`src/rtl/mux_rr_arbiter_pkg.sv`:
```
// mux_rr_arbiter_pkg
// Shared definitions for the round-robin muxing arbiter:
//   - state_t          : arbiter state encoding (IDLE = 0, BUSY = 1)
//   - SRC_A..SRC_D     : source indices 0..3
//   - DEFAULT_MAX_HOLD : default cap on consecutive grant cycles
//   - rr_pick()        : round-robin search helper returning {found, index}
package mux_rr_arbiter_pkg;

  typedef enum logic {
    IDLE = 1'b0,
    BUSY = 1'b1
  } state_t;

  localparam int SRC_A = 0;
  localparam int SRC_B = 1;
  localparam int SRC_C = 2;
  localparam int SRC_D = 3;
  localparam int NUM_SRC = 4;

  localparam int DEFAULT_MAX_HOLD = 8;

  // Finds the first set bit of cand, searching upward mod 4 from ptr.
  // The loop runs from the farthest offset down to offset 0, so the
  // closest hit to ptr is the last one written and therefore wins.
  function automatic logic [2:0] rr_pick(input logic [3:0] cand,
                                         input logic [1:0] ptr);
    logic [2:0] result;
    logic [1:0] idx;
    result = 3'b000;
    for (int k = NUM_SRC - 1; k >= 0; k--) begin
      idx = ptr + 2'(k);
      if (cand[idx]) begin
        result = {1'b1, idx};
      end
    end
    return result;
  endfunction

endpackage

```
`src/rtl/mux_rr_arbiter_mux_4_1.sv`:
```
// mux_4_1
// One-bit 4:1 multiplexer used as the datapath slice of the arbiter.
// Ports:
//   d   in  4  data inputs, d[i] selected when sel == i
//   sel in  2  binary select {S1,S0}
//   y   out 1  selected data bit
module mux_4_1 (
  input  logic [3:0] d,
  input  logic [1:0] sel,
  output logic       y
);

  always_comb begin
    case (sel)
      2'd0:    y = d[0];
      2'd1:    y = d[1];
      2'd2:    y = d[2];
      default: y = d[3];
    endcase
  end

endmodule

```
`src/rtl/mux_rr_arbiter.sv`:
```
// mux_rr_arbiter
// Four-source round-robin arbiter that steers the granted source's data
// through a bank of 4:1 muxes. A requester keeps its grant for at most
// MAX_HOLD consecutive cycles while somebody else is waiting; if nobody
// else wants the resource, the holder keeps it indefinitely.
// MAX_HOLD must be at least 1.
// Ports:
//   clk       in  1    rising-edge clock
//   rst_n     in  1    asynchronous active-low reset
//   req       in  4    requests, bit 0 = A .. bit 3 = D
//   data_in   in  4*W  source data, slice i = data_in[i*W +: W]
//   gnt       out 4    registered one-hot grant, zero when idle
//   sel       out 2    registered binary index of the granted source
//   data_out  out W    registered data of the granted source
//   out_valid out 1    registered, data_out valid this cycle
module mux_rr_arbiter
  import mux_rr_arbiter_pkg::*;
#(
  parameter int W        = 1,
  parameter int MAX_HOLD = DEFAULT_MAX_HOLD
) (
  input  logic           clk,
  input  logic           rst_n,
  input  logic [3:0]     req,
  input  logic [4*W-1:0] data_in,
  output logic [3:0]     gnt,
  output logic [1:0]     sel,
  output logic [W-1:0]   data_out,
  output logic           out_valid
);

  localparam int HW = $clog2(MAX_HOLD + 1);
  localparam logic [HW-1:0] MAX_HOLD_C = HW'(MAX_HOLD);

  state_t        state_q, state_d;
  logic [3:0]    gnt_d;
  logic [1:0]    sel_d;
  logic [1:0]    ptr_q, ptr_d;
  logic [HW-1:0] hold_q, hold_d;
  logic [2:0]    pick_all;
  logic [2:0]    pick_oth;
  logic          take;
  logic [1:0]    take_idx;
  logic [W-1:0]  mux_y;

  // pick_oth masks out the current holder so a forced hand-off can never
  // land back on it.
  assign pick_all = rr_pick(req, ptr_q);
  assign pick_oth = rr_pick(req & ~gnt, ptr_q);

  always_comb begin
    state_d  = state_q;
    gnt_d    = gnt;
    sel_d    = sel;
    ptr_d    = ptr_q;
    hold_d   = hold_q;
    take     = 1'b0;
    take_idx = sel;
    case (state_q)
      IDLE: begin
        if (pick_all[2]) begin
          take     = 1'b1;
          take_idx = pick_all[1:0];
        end
      end
      BUSY: begin
        if (!req[sel]) begin
          // Holder let go: hand over in the same edge, or fall idle.
          if (pick_all[2]) begin
            take     = 1'b1;
            take_idx = pick_all[1:0];
          end else begin
            state_d = IDLE;
            gnt_d   = '0;
            hold_d  = '0;
          end
        end else if (hold_q < MAX_HOLD_C) begin
          hold_d = hold_q + HW'(1);
        end else if (pick_oth[2]) begin
          take     = 1'b1;
          take_idx = pick_oth[1:0];
        end
        // Otherwise: at the cap with nobody waiting, keep and saturate.
      end
      default: begin
        state_d = IDLE;
        gnt_d   = '0;
      end
    endcase

    // gnt is rewritten as a whole, so a hand-off moves directly from one
    // one-hot value to the next and is never two-hot.
    if (take) begin
      state_d = BUSY;
      gnt_d   = 4'b0001 << take_idx;
      sel_d   = take_idx;
      ptr_d   = take_idx + 2'd1;
      hold_d  = HW'(1);
    end
  end

  // One 4:1 mux per data bit, all steered by the registered select.
  for (genvar b = 0; b < W; b++) begin : g_mux
    mux_4_1 u_mux (
      .d   ({data_in[3*W+b], data_in[2*W+b], data_in[W+b], data_in[b]}),
      .sel (sel),
      .y   (mux_y[b])
    );
  end

  always_ff @(posedge clk or negedge rst_n) begin
    if (!rst_n) begin
      state_q   <= IDLE;
      gnt       <= '0;
      sel       <= '0;
      ptr_q     <= 2'(SRC_A);
      hold_q    <= '0;
      data_out  <= '0;
      out_valid <= 1'b0;
    end else begin
      state_q   <= state_d;
      gnt       <= gnt_d;
      sel       <= sel_d;
      ptr_q     <= ptr_d;
      hold_q    <= hold_d;
      data_out  <= (|gnt) ? mux_y : '0;
      out_valid <= |gnt;
    end
  end

endmodule

```
`config.mk`:
```
export PLATFORM = sky130hd
export DESIGN_NAME = mux_rr_arbiter
export DESIGN_NICKNAME = d
export VERILOG_FILES = /design/src/rtl/mux_rr_arbiter_pkg.sv /design/src/rtl/mux_rr_arbiter_mux_4_1.sv /design/src/rtl/mux_rr_arbiter.sv
export SDC_FILE = /design/constraint.sdc
export NUM_CORES = 1
export LEC_CHECK = 0
export ABC_AREA = 1
export BUFFER_PORTS_ARGS = -buffer_cell sky130_fd_sc_hd__buf_2
export CAP_MARGIN = 30
export CORE_MARGIN = 3
export CORE_UTILIZATION = 56
export DETAILED_ROUTE_END_ITERATION = 10
export PLACE_DENSITY = 0.85
export SLEW_MARGIN = 20
export SYNTH_ARGS = -nofsm -noshare
export SYNTH_HDL_FRONTEND = slang
export SYNTH_SLANG_ARGS = --single-unit
```
`constraint.sdc`:
```
create_clock -name clk -period 2.1 [get_ports clk]
set_clock_uncertainty 0.2 [all_clocks]
set_input_delay 0.315 -clock clk [delete_from_list [all_inputs] [get_ports clk]]
set_output_delay 0.315 -clock clk [all_outputs]
set_load 0.005 [all_outputs]
```
# --- Yosys cells after proc, flatten, opt, wreduce, memory -nomap -nowiden ---
# Cells that the tools add are included.
totals:
  reg_bits: 15
  in_bits: 10
  output_inout_bits: 8
op_classes:
  n_addsub: 5
  order_cmp: 6
  eq_ne: 6
  shifts: 1
  mux: 49
  n_bitwise: 3
  reduce_logical: 5
op_table:
  columns: ["cell", "n"]
  rows:
  - ["two-way mux 4 bit", 8]
  - ["two-way mux 3 bit", 8]
  - ["binary-select mux 1 bit (select 2 bit)", 9]
  - ["two-way mux 1 bit", 17]
  - ["< comparator 2 x 3 -> 1 bit (second input constant)", 5]
  - ["two-way mux 2 bit", 4]
  - ["AND reduction 3 bit", 2]
  - ["adder 2 x 1 -> 2 bit (second input constant)", 2]
  - ["adder 2 bit (second input constant)", 2]
  - ["adder 4 x 1 -> 4 bit (second input constant)", 1]
  - ["AND 4 bit", 1]
  - ["< comparator 4 bit (second input constant)", 1]
  - ["NOT 4 bit", 1]
  - ["case mux 2 bit (2 select lines)", 1]
  - ["OR reduction 4 bit", 1]
  - ["<< shifter 1 x 2 -> 4 bit (first input constant)", 1]
  - ["inequality test 3 x 1 -> 1 bit (second input constant)", 1]
  - ["inequality test 3 x 2 -> 1 bit (second input constant)", 1]
  - ["case mux 1 bit (3 select lines)", 1]
  - ["equality test 2 x 1 -> 1 bit (second input constant)", 1]
  - ["equality test 2 bit (second input constant)", 1]
  - ["zero test 2 bit", 1]
  - ["inequality test 2 x 1 -> 1 bit (second input constant)", 1]
  - ["inequality test 2 bit (second input constant)", 1]
  - ["3 further kinds", 3]

# --- Depth between registers and ports, before layout ---
# Gate-level depths: netlist (run 1).
logic_depth:
  ltp_word: 14
  ltp_mapped: 16
  depth_no_buf: 15

# --- Cells and area by module ---
# From an unflattened synthesis (run 1), not the netlist that was laid out.
hier_totals:
  cells_unflattened: 186
  area_unflattened_um2: 1285.0
by_module_without_submodules:
  columns: ["mod", "instances", "cells_per_inst", "area_per_inst_um2", "seq_area_each_um2"]
  rows:
  - ["mux_rr_arbiter", 1, 173, 1233.7, 375.4]
  - ["mux_4_1", 1, 13, 51.3, 0.0]

# --- Least setup slack after synthesis (run 1) ---
# OpenSTA, ideal clock, no wires.
synth_path:
  kind: "register -> register"
  from: "register ptr_q[0]"
  to: "register ptr_q[1]"
  setup_time_ns: 0.126
  arrival_ns: 1.529
  slack_ns: 0.246
  stages_incl_launch_ff: 17
  period_less_slack_ns: 1.854
  path_cell_list: "dfrtp_1 buf_6 buf_12 nand3_2 nand2_2 nand2_1 nand2_1 nor2_2 nand2_2 nand2_4 nand2_1 nand2_1 inv_1 nand2_1 nand2_2 nand3_1 nand3_1"
synth_via:
  elab_chain_len: 12
  word_cells_on_any_way: 38
synth_lines:
  columns: ["element", "line_no", "rtl"]
  rows:
  - ["from (decl)", "mux_rr_arbiter.sv:38", "logic [1:0] ptr_q, ptr_d;"]
  - ["from (signal assigned)", "mux_rr_arbiter.sv:116", "ptr_q <= 2'(SRC_A);"]
  - ["from (signal assigned)", "mux_rr_arbiter.sv:124", "ptr_q <= ptr_d;"]
  - ["adder 2 bit", "mux_rr_arbiter_pkg.sv:31", "idx = ptr + 2'(k);"]
  - ["binary-select mux 1 bit (select 2 bit)", "mux_rr_arbiter_pkg.sv:32", "if (cand[idx]) begin"]
  - ["two-way mux 1 bit (not written as such)", "mux_rr_arbiter_pkg.sv:32", null]
  - ["two-way mux 3 bit (4 in series)", "mux_rr_arbiter_pkg.sv:32", null]
  - ["two-way mux 2 bit", "mux_rr_arbiter.sv:79", "end else if (pick_oth[2]) begin"]
  - ["two-way mux 2 bit", "mux_rr_arbiter.sv:77", "end else if (hold_q < MAX_HOLD_C) begin"]
  - ["two-way mux 2 bit", "mux_rr_arbiter.sv:67", "if (!req[sel]) begin"]
  - ["case mux 2 bit (2 select lines)", "mux_rr_arbiter.sv:59", "case (state_q)"]
  - ["adder 2 x 1 -> 2 bit", "mux_rr_arbiter.sv:97", "ptr_d = take_idx + 2'd1;"]
# Several ways; a longest one is shown, not always the timed one. The select of a mux whose other input is x is not followed.
# A chain may end at the register's enable or synchronous reset.

# --- Worst setup path in the final report (run 1) ---
# Ends and elaborated chain as after synthesis.

==> reports/results.ini, run 1 <==
[detailed_routing]
routed_wl_um = 3820
viasPerCell = 5.76
drc_errors = 0
first_pass_iters = 4
ant_nets = 0
drt_iter0_markers = 37
vias = 1399
wl_per_cell_um = 15.7

[sta]
rsz0062_at_grt = true
timing.fmax_mhz = 458
setup_viol = 5
worstMarginPinSlew_ns = 0.342
maxSlewHeadroom_pct = 77.2
timing.final.hold_violations = 0
finalSetupTns_ns = -0.149
finalCritPeriodShare_pct = 104
period_minus_slack_ns = 2.18
setup_slack_ns = -0.0815
slew_viol_final = 0

[grt]
grt_max_degree = 17
antenna_found_initial = 0
grt_use_total_pct = 24.3
grt.overflow.total = 0
grt_pass1_vias = 1157
grt_pass1_wl_um = 4930

[floorplan]
fp.coreArea_um2 = 2040
start_util_pct = 61.9
io_pins = 18
die_y_um = 53.5
die_w_um = 53.5
die-area_um2 = 2860
std_cell_rows = 16

[status]
status = complete, but fails checks
violations = negative setup slack

[final_layout]
fill_cells = 129
final_core_util_pct = 82.7
nets = 228
syn2layout_area_growth_pct = 33.5
drive_above_1_share_pct = 48.6
finalNonFillerCells = 243
diodes = 0

[power_and_ir_drop]
power.switching_uw = 1820
pwr-share-seq_pct = 16.9
p_leak_uw = 0.000894
fin_total_pwr_uw = 3300
combPwrFrac_pct = 78.1
peakVddDrop_mv = 1.29
power-per-cell-area_nw_per_um2 = 1960
p_int_uw = 1480
swShare_pct = 55.2
power_frac_clock_pct = 5.0

[flow_run]
maxCapViolCount = 0

[synthesis]
syn_nets = 196
yosys.cell_count.top_type = nand2_1
synth_area_um2 = 1260
yosys-top-cells-count = nand2_1 (54), nand3_1 (26), inv_1 (25), dfrtp_1 (15), nand2_2 (11)
yosysSeqAreaShare_pct = 29.7
synth-seq-cells = 15
synth_edf_count = 0
syn_inst = 185
syn_avg_cell_area_um2 = 6.84
synth.top_cell.area_share_pct = 29.7
synth_area_leaders = dfrtp_1 (30%), nand2_1 (16%), nand3_1 (10%)
yosysTopAreaCell = dfrtp_1
yosysWarnings = 0
synthFlopType = dfrtp_1
synthArstFlopShare_pct = 100
synth.distinct_cells = 27

[cts]
htree_levels = 1
clock_latency_ns = 0.29
cts-buffers-inserted = 3
ctsRootBufferMaster = clkbuf_4
cts_tree = yes
cts.sinks = 15
cts_buffer_depth = 2
path_clk_slew_ns = 0.09

[min_path]
hp-class = primary input to flip-flop

[setup_path]
critPathRequiredTime_ns = 2.11
crit_path_start_kind = flip-flop
crit_path_end_kind = flip-flop
crit_fanout = 8
cp.arrival_ns = 2.20
worstSetupPathType = flip-flop to flip-flop

[placement]
dpl.cell_count = 229
portBuffers = 17
gp_congestion = 0.866
dp_hpwl_um = 2360
dp_slack_ns = 0.0464

## worst max-delay path, stage by stage, from the launching register on
cell and delay (ns):
dfrtp_2 0.42, buf_12 0.17, clkinv_8 0.09, nand3_2 0.07, nand2_2 0.08, buf_4 0.14, a21oi_1 0.14, nand2_1 0.08
nand2_1 0.06, inv_1 0.04, nand3_1 0.08, nand3_2 0.11, a21oi_1 0.21, nand2_2 0.11, nand3_1 0.11
## through the flow
step / hold WS (ns) / cell area (um^2)
floorplan: -0.181 / 1260
CTS: 0.0875 / 1420
finish: 0.0930 / 1690
global route: 0.112 / 1690
detailed placement: 0.0259 / 1380
global placement: 0.0239 / 1380
## power groups by stage
stage                     Sequential, uW  Combinational, uW  Clock [uW]
after floorplan                      493               1500           0
after global placement               521               1800           0
after detailed placement             529               1840           0
after CTS                            523               1880         162
after global routing                 570               2800         173
final                                558               2580         165
## cells by family (layout without fill, tap and decap cells)
kind of cell,Yosys count,in the layout,synth area share (%)
compound gates,20,20,9.30
xor+xnor,3,3,3.26
fa+ha+maj,1,1,0.989
buf+inv,34,65,12.5
flops,15,15,29.7
simple gates,112,112,44.3
## state kept, by name, summed over array words and instances (netlist names)
name and cells:
data_out 1, gnt 4, hold_q 4, out_valid 1, ptr_q 2, sel 2
state_q 1
## metal layers
layer	track usage (%)	vias up	part of all wire, %
met3	2.25	18	4.3
met5	0	-	0
met2	41.6	59	53
met1	28.7	674	39
li1	-	648	-
met4	15.3	0	3.6
## cell usage in the layout, fill, tap and decap left out
cell / Yosys / layout
clkbuf_16: 0 / 1
nand4_1: 3 / 3
nand3_4: 0 / 1
nor2_1: 5 / 3
o21ai_0: 4 / 4
nor2_2: 2 / 3
o21ai_2: 4 / 4
inv_2: 5 / 6
ha_1: 1 / 1
clkbuf_1: 0 / 1
xnor2_4: 0 / 1
a21oi_2: 0 / 1
nor2_4: 1 / 2
nand3_2: 5 / 11
o21ai_1: 6 / 4
nand3b_1: 1 / 1
buf_4: 1 / 10
a21oi_1: 5 / 4
nand3_1: 26 / 19
buf_2: 0 / 17
clkinv_8: 0 / 1
buf_12: 1 / 1
inv_1: 25 / 24
xor2_1: 1 / 1
dlygate4sd3_1: 0 / 1
or2_4: 0 / 1
dfrtp_1: 15 / 12
clkbuf_4: 0 / 3
nand2_1: 54 / 32
nand2_4: 3 / 6
o21ai_4: 0 / 2
o211ai_1: 1 / 1
nand2_2: 11 / 30
xor2_4: 0 / 1
dfrtp_2: 0 / 3
## timing repair
action	CTS	global route
hold endpoints to repair	15	0
resized for setup	0	51
hold buffers	1	0
setup endpoints to repair	0	10
buffers inserted	0	8
## path summary, 6_finish.rpt
path,from,endpoint,slack [ns],cells after the start
min in group asynchronous,rst_n,gnt[0]$_DFFE_PN0P_,0.25,2
worst max register to register,ptr_q[0]$_DFFE_PN0P_,ptr_q[1]$_DFFE_PN0P_,-0.08,14
max in group asynchronous,rst_n,sel[0]$_DFFE_PN0P_,1.18,2
worst max-delay path,ptr_q[0]$_DFFE_PN0P_,ptr_q[1]$_DFFE_PN0P_,-0.08,14
worst min-delay path,data_in[3],data_out$_DFF_PN0_,0.09,3
worst min register to register,hold_q[1]$_DFFE_PN0P_,hold_q[1]$_DFFE_PN0P_,0.34,2
## layout make-up
cell class              count  area, um^2  area share, %
well taps                  27        33.8           2.00
inverters                  31         129           7.63
repair buffers             30         215           12.7
clock buffers               4        26.3           1.56
flip-flops and latches     15         379           22.4
multi-input cells         136         906           53.6
(Power assumes the default switching activity.)
==> inputs of run 2 (changes only) <==
--- a/config.mk
+++ b/config.mk
@@ -16,3 +16,4 @@
 export SYNTH_ARGS = -nofsm -noshare
 export SYNTH_HDL_FRONTEND = slang
 export SYNTH_SLANG_ARGS = --single-unit
+export TNS_END_PERCENT = 10
==> run 2 against run 1 <==
  * The run still ends with negative setup slack left
  * Register-to-register slack about the same
  * Combinational power about the same
  * Setup slack gained 0.0035 ns
  * Fmax grew 0.16%
  * Die area is the same
  * Routed wire length increased by 3.7%
  * Sequential power about the same
  * Flip-flop and latch count is the same
  * Global-route usage is the same
  * Critical endpoint unchanged
  * Largest power group unchanged
==> reports/results.ini, run 2 (synthesis results as in run 1) <==
[floorplan]
std_cell_rows = 16  ; unchanged
die-area_um2 = 2860  ; unchanged
io_pins = 18  ; unchanged
die_y_um = 53.5  ; unchanged
start_util_pct = 61.9  ; unchanged
fp.coreArea_um2 = 2040  ; unchanged
die_w_um = 53.5  ; unchanged

[power_and_ir_drop]
fin_total_pwr_uw = 3300  ; -0.16%
p_leak_uw = 0.000888  ; -0.71%
peakVddDrop_mv = 1.22  ; -5.0%
power-per-cell-area_nw_per_um2 = 1970  ; +0.51%

[setup_path]
critPathRequiredTime_ns = 2.12  ; about the same
crit_path_start_kind = flip-flop
cp_cell_sequence = buf_12 > nand3_1 > nand2_2 > buf_4 > a21oi_1 > nand2_1 > nand2_1 > inv_1 > nand3_1 > nand3_2 > a21oi_1 > nand2_2 > nand3_1
slowest_stage = dfrtp_2
crit_fanout = 8  ; unchanged
worstSetupPathType = flip-flop to flip-flop
crit_path_end_kind = flip-flop
cp_slowest_stage_delay_ns = 0.45  ; +0.03 ns
cp.buffers_inverters = 3  ; -1
cpMostUsedCell = nand3_1
cp.arrival_ns = 2.20  ; about the same
cpLargestDelayFamily = simple AND/OR/NAND/NOR gates

[detailed_routing]
first_pass_iters = 4  ; unchanged
drc_errors = 0  ; unchanged
drt_iter0_markers = 60  ; +62%
vias = 1414  ; +1.1%
viasPerCell = 5.84  ; +1.5%
ant_nets = 0  ; unchanged
routed_wl_um = 3960  ; +3.7%
wl_per_cell_um = 16.4  ; +4.2%

[final_layout]
diodes = 0  ; unchanged
nets = 227  ; -0.44%
final_common_cell = nand2_1
drive_above_1_share_pct = 47.9  ; -0.70 points
syn2layout_area_growth_pct = 32.6
fill_cells = 131  ; +1.6%
top_regs = gnt x4, hold_q x4
final_cell_mix = nand2_1 (32), nand2_2 (30), inv_1 (24), nand3_1 (19), buf_2 (17)

[cts]
cts_tree = yes
htree_levels = 1  ; unchanged
ctsRootBufferMaster = clkbuf_4
cts_buffer_depth = 2  ; unchanged
path_clk_slew_ns = 0.08  ; about the same
cts.sinks = 15  ; unchanged
cts-buffers-inserted = 3  ; unchanged
clock_latency_ns = 0.29  ; about the same

[grt]
antenna_found_initial = 0  ; unchanged
grt_pass1_wl_um = 4930  ; unchanged
grt.overflow.total = 0  ; unchanged
grt_use_total_pct = 24.3  ; unchanged
grt_max_degree = 17  ; unchanged
grt_pass1_vias = 1157  ; unchanged

[sta]
setup_viol = 5  ; unchanged
setup_slack_ns = -0.0780  ; +0.00348 ns
finalSetupTns_ns = -0.225  ; -0.0762 ns
worstMarginPinSlew_ns = 0.329  ; -0.0126 ns
whs_ns = 0.0898  ; -0.00324 ns
period_minus_slack_ns = 2.18  ; -0.00348 ns
slew_viol_final = 0  ; unchanged
rsz0062_at_grt = true
timing.fmax_mhz = 459  ; +0.16%
timing.final.hold_violations = 0  ; unchanged
finalCritPeriodShare_pct = 104  ; -0.17 points
maxSlewHeadroom_pct = 78.1  ; +0.84 points

[placement]
gp_congestion = 0.866  ; unchanged
portBuffers = 17  ; unchanged
dp_slack_ns = 0.0464  ; unchanged
dp_hpwl_um = 2360  ; unchanged

[flow_run]
maxCapViolCount = 0  ; unchanged

[status]
violations = negative setup slack
status = complete, but fails checks

[min_path]
hp-class = primary input to flip-flop

==> run 2: changes by cell type in the layout (fill, tap and decap cells not counted), sizes merged <==
cell | previous run | this run
buf | 28 | 27
==> run 2: repair_timing <==
action | 4_1_cts | 5_1_grt
hold buffers | 1 | 0
setup buffers | 0 | 7
setup endpoints to repair | 0 | 10
endpoints found under the hold margin | 15 | 0
resized for setup | 0 | 50
==> run 2: final timing paths <==
path                       cells past startpoint                  start                    end  slack (ns)
setup / recovery                              13   ptr_q[0]$_DFFE_PN0P_   ptr_q[1]$_DFFE_PN0P_       -0.08
hold / removal                                 3             data_in[3]     data_out$_DFF_PN0_        0.09
setup reg to reg                              13   ptr_q[0]$_DFFE_PN0P_   ptr_q[1]$_DFFE_PN0P_       -0.08
hold reg to reg                                2  hold_q[1]$_DFFE_PN0P_  hold_q[1]$_DFFE_PN0P_        0.34
max in group asynchronous                      2                  rst_n   ptr_q[0]$_DFFE_PN0P_        1.20
min in group asynchronous                      2                  rst_n  hold_q[2]$_DFFE_PN0P_        0.24
==> run 2: stage by stage <==
stage | cells | instance area, um^2 | util, %
2_1_floorplan | 185 | 1260 | -
5_1_grt | 242 | 1680 | 82.2
3_5_place_dp | 229 | 1380 | 67.6
6_report | 242 | 1680 | 82.2
4_1_cts | 234 | 1420 | 69.4
3_3_place_gp | 229 | 1380 | 67.6
==> run 2: area by class of cell <==
cell class,instances,area [um^2],area share (%)
timing repair buffer,29,208,12.4
clock buffer,4,26.3,1.57
sequential,15,379,22.6
multi-input combinational,136,902,53.8
tap,27,33.8,2.01
inverter,31,129,7.68
==> run 2: tightest hold or removal path: cells and delay by family <==
kind	cells	cell delay, ns
AO/OA/AOI/OAI	1	0.09
buffers and inverters	2	0.14
==> run 2: layer usage <==
layer  vias up  global-route usage, %  part of all wire [%]
met1       667                   28.7                    37
met3        25                   2.25                   6.0
met2        71                   41.6                    52
met4         0                   15.3                   5.3
li1        651                      -                     -
met5         -                      0                     0
==> run 2: where the power goes <==
group	leakage, uW	internal [uW]	switching (uW)	total [uW]
sequential	0.000183	417	140	557
clock	0.0000150	74.0	90.3	164
combinational	0.000690	975	1600	2580
total	0.000888	1470	1830	3300
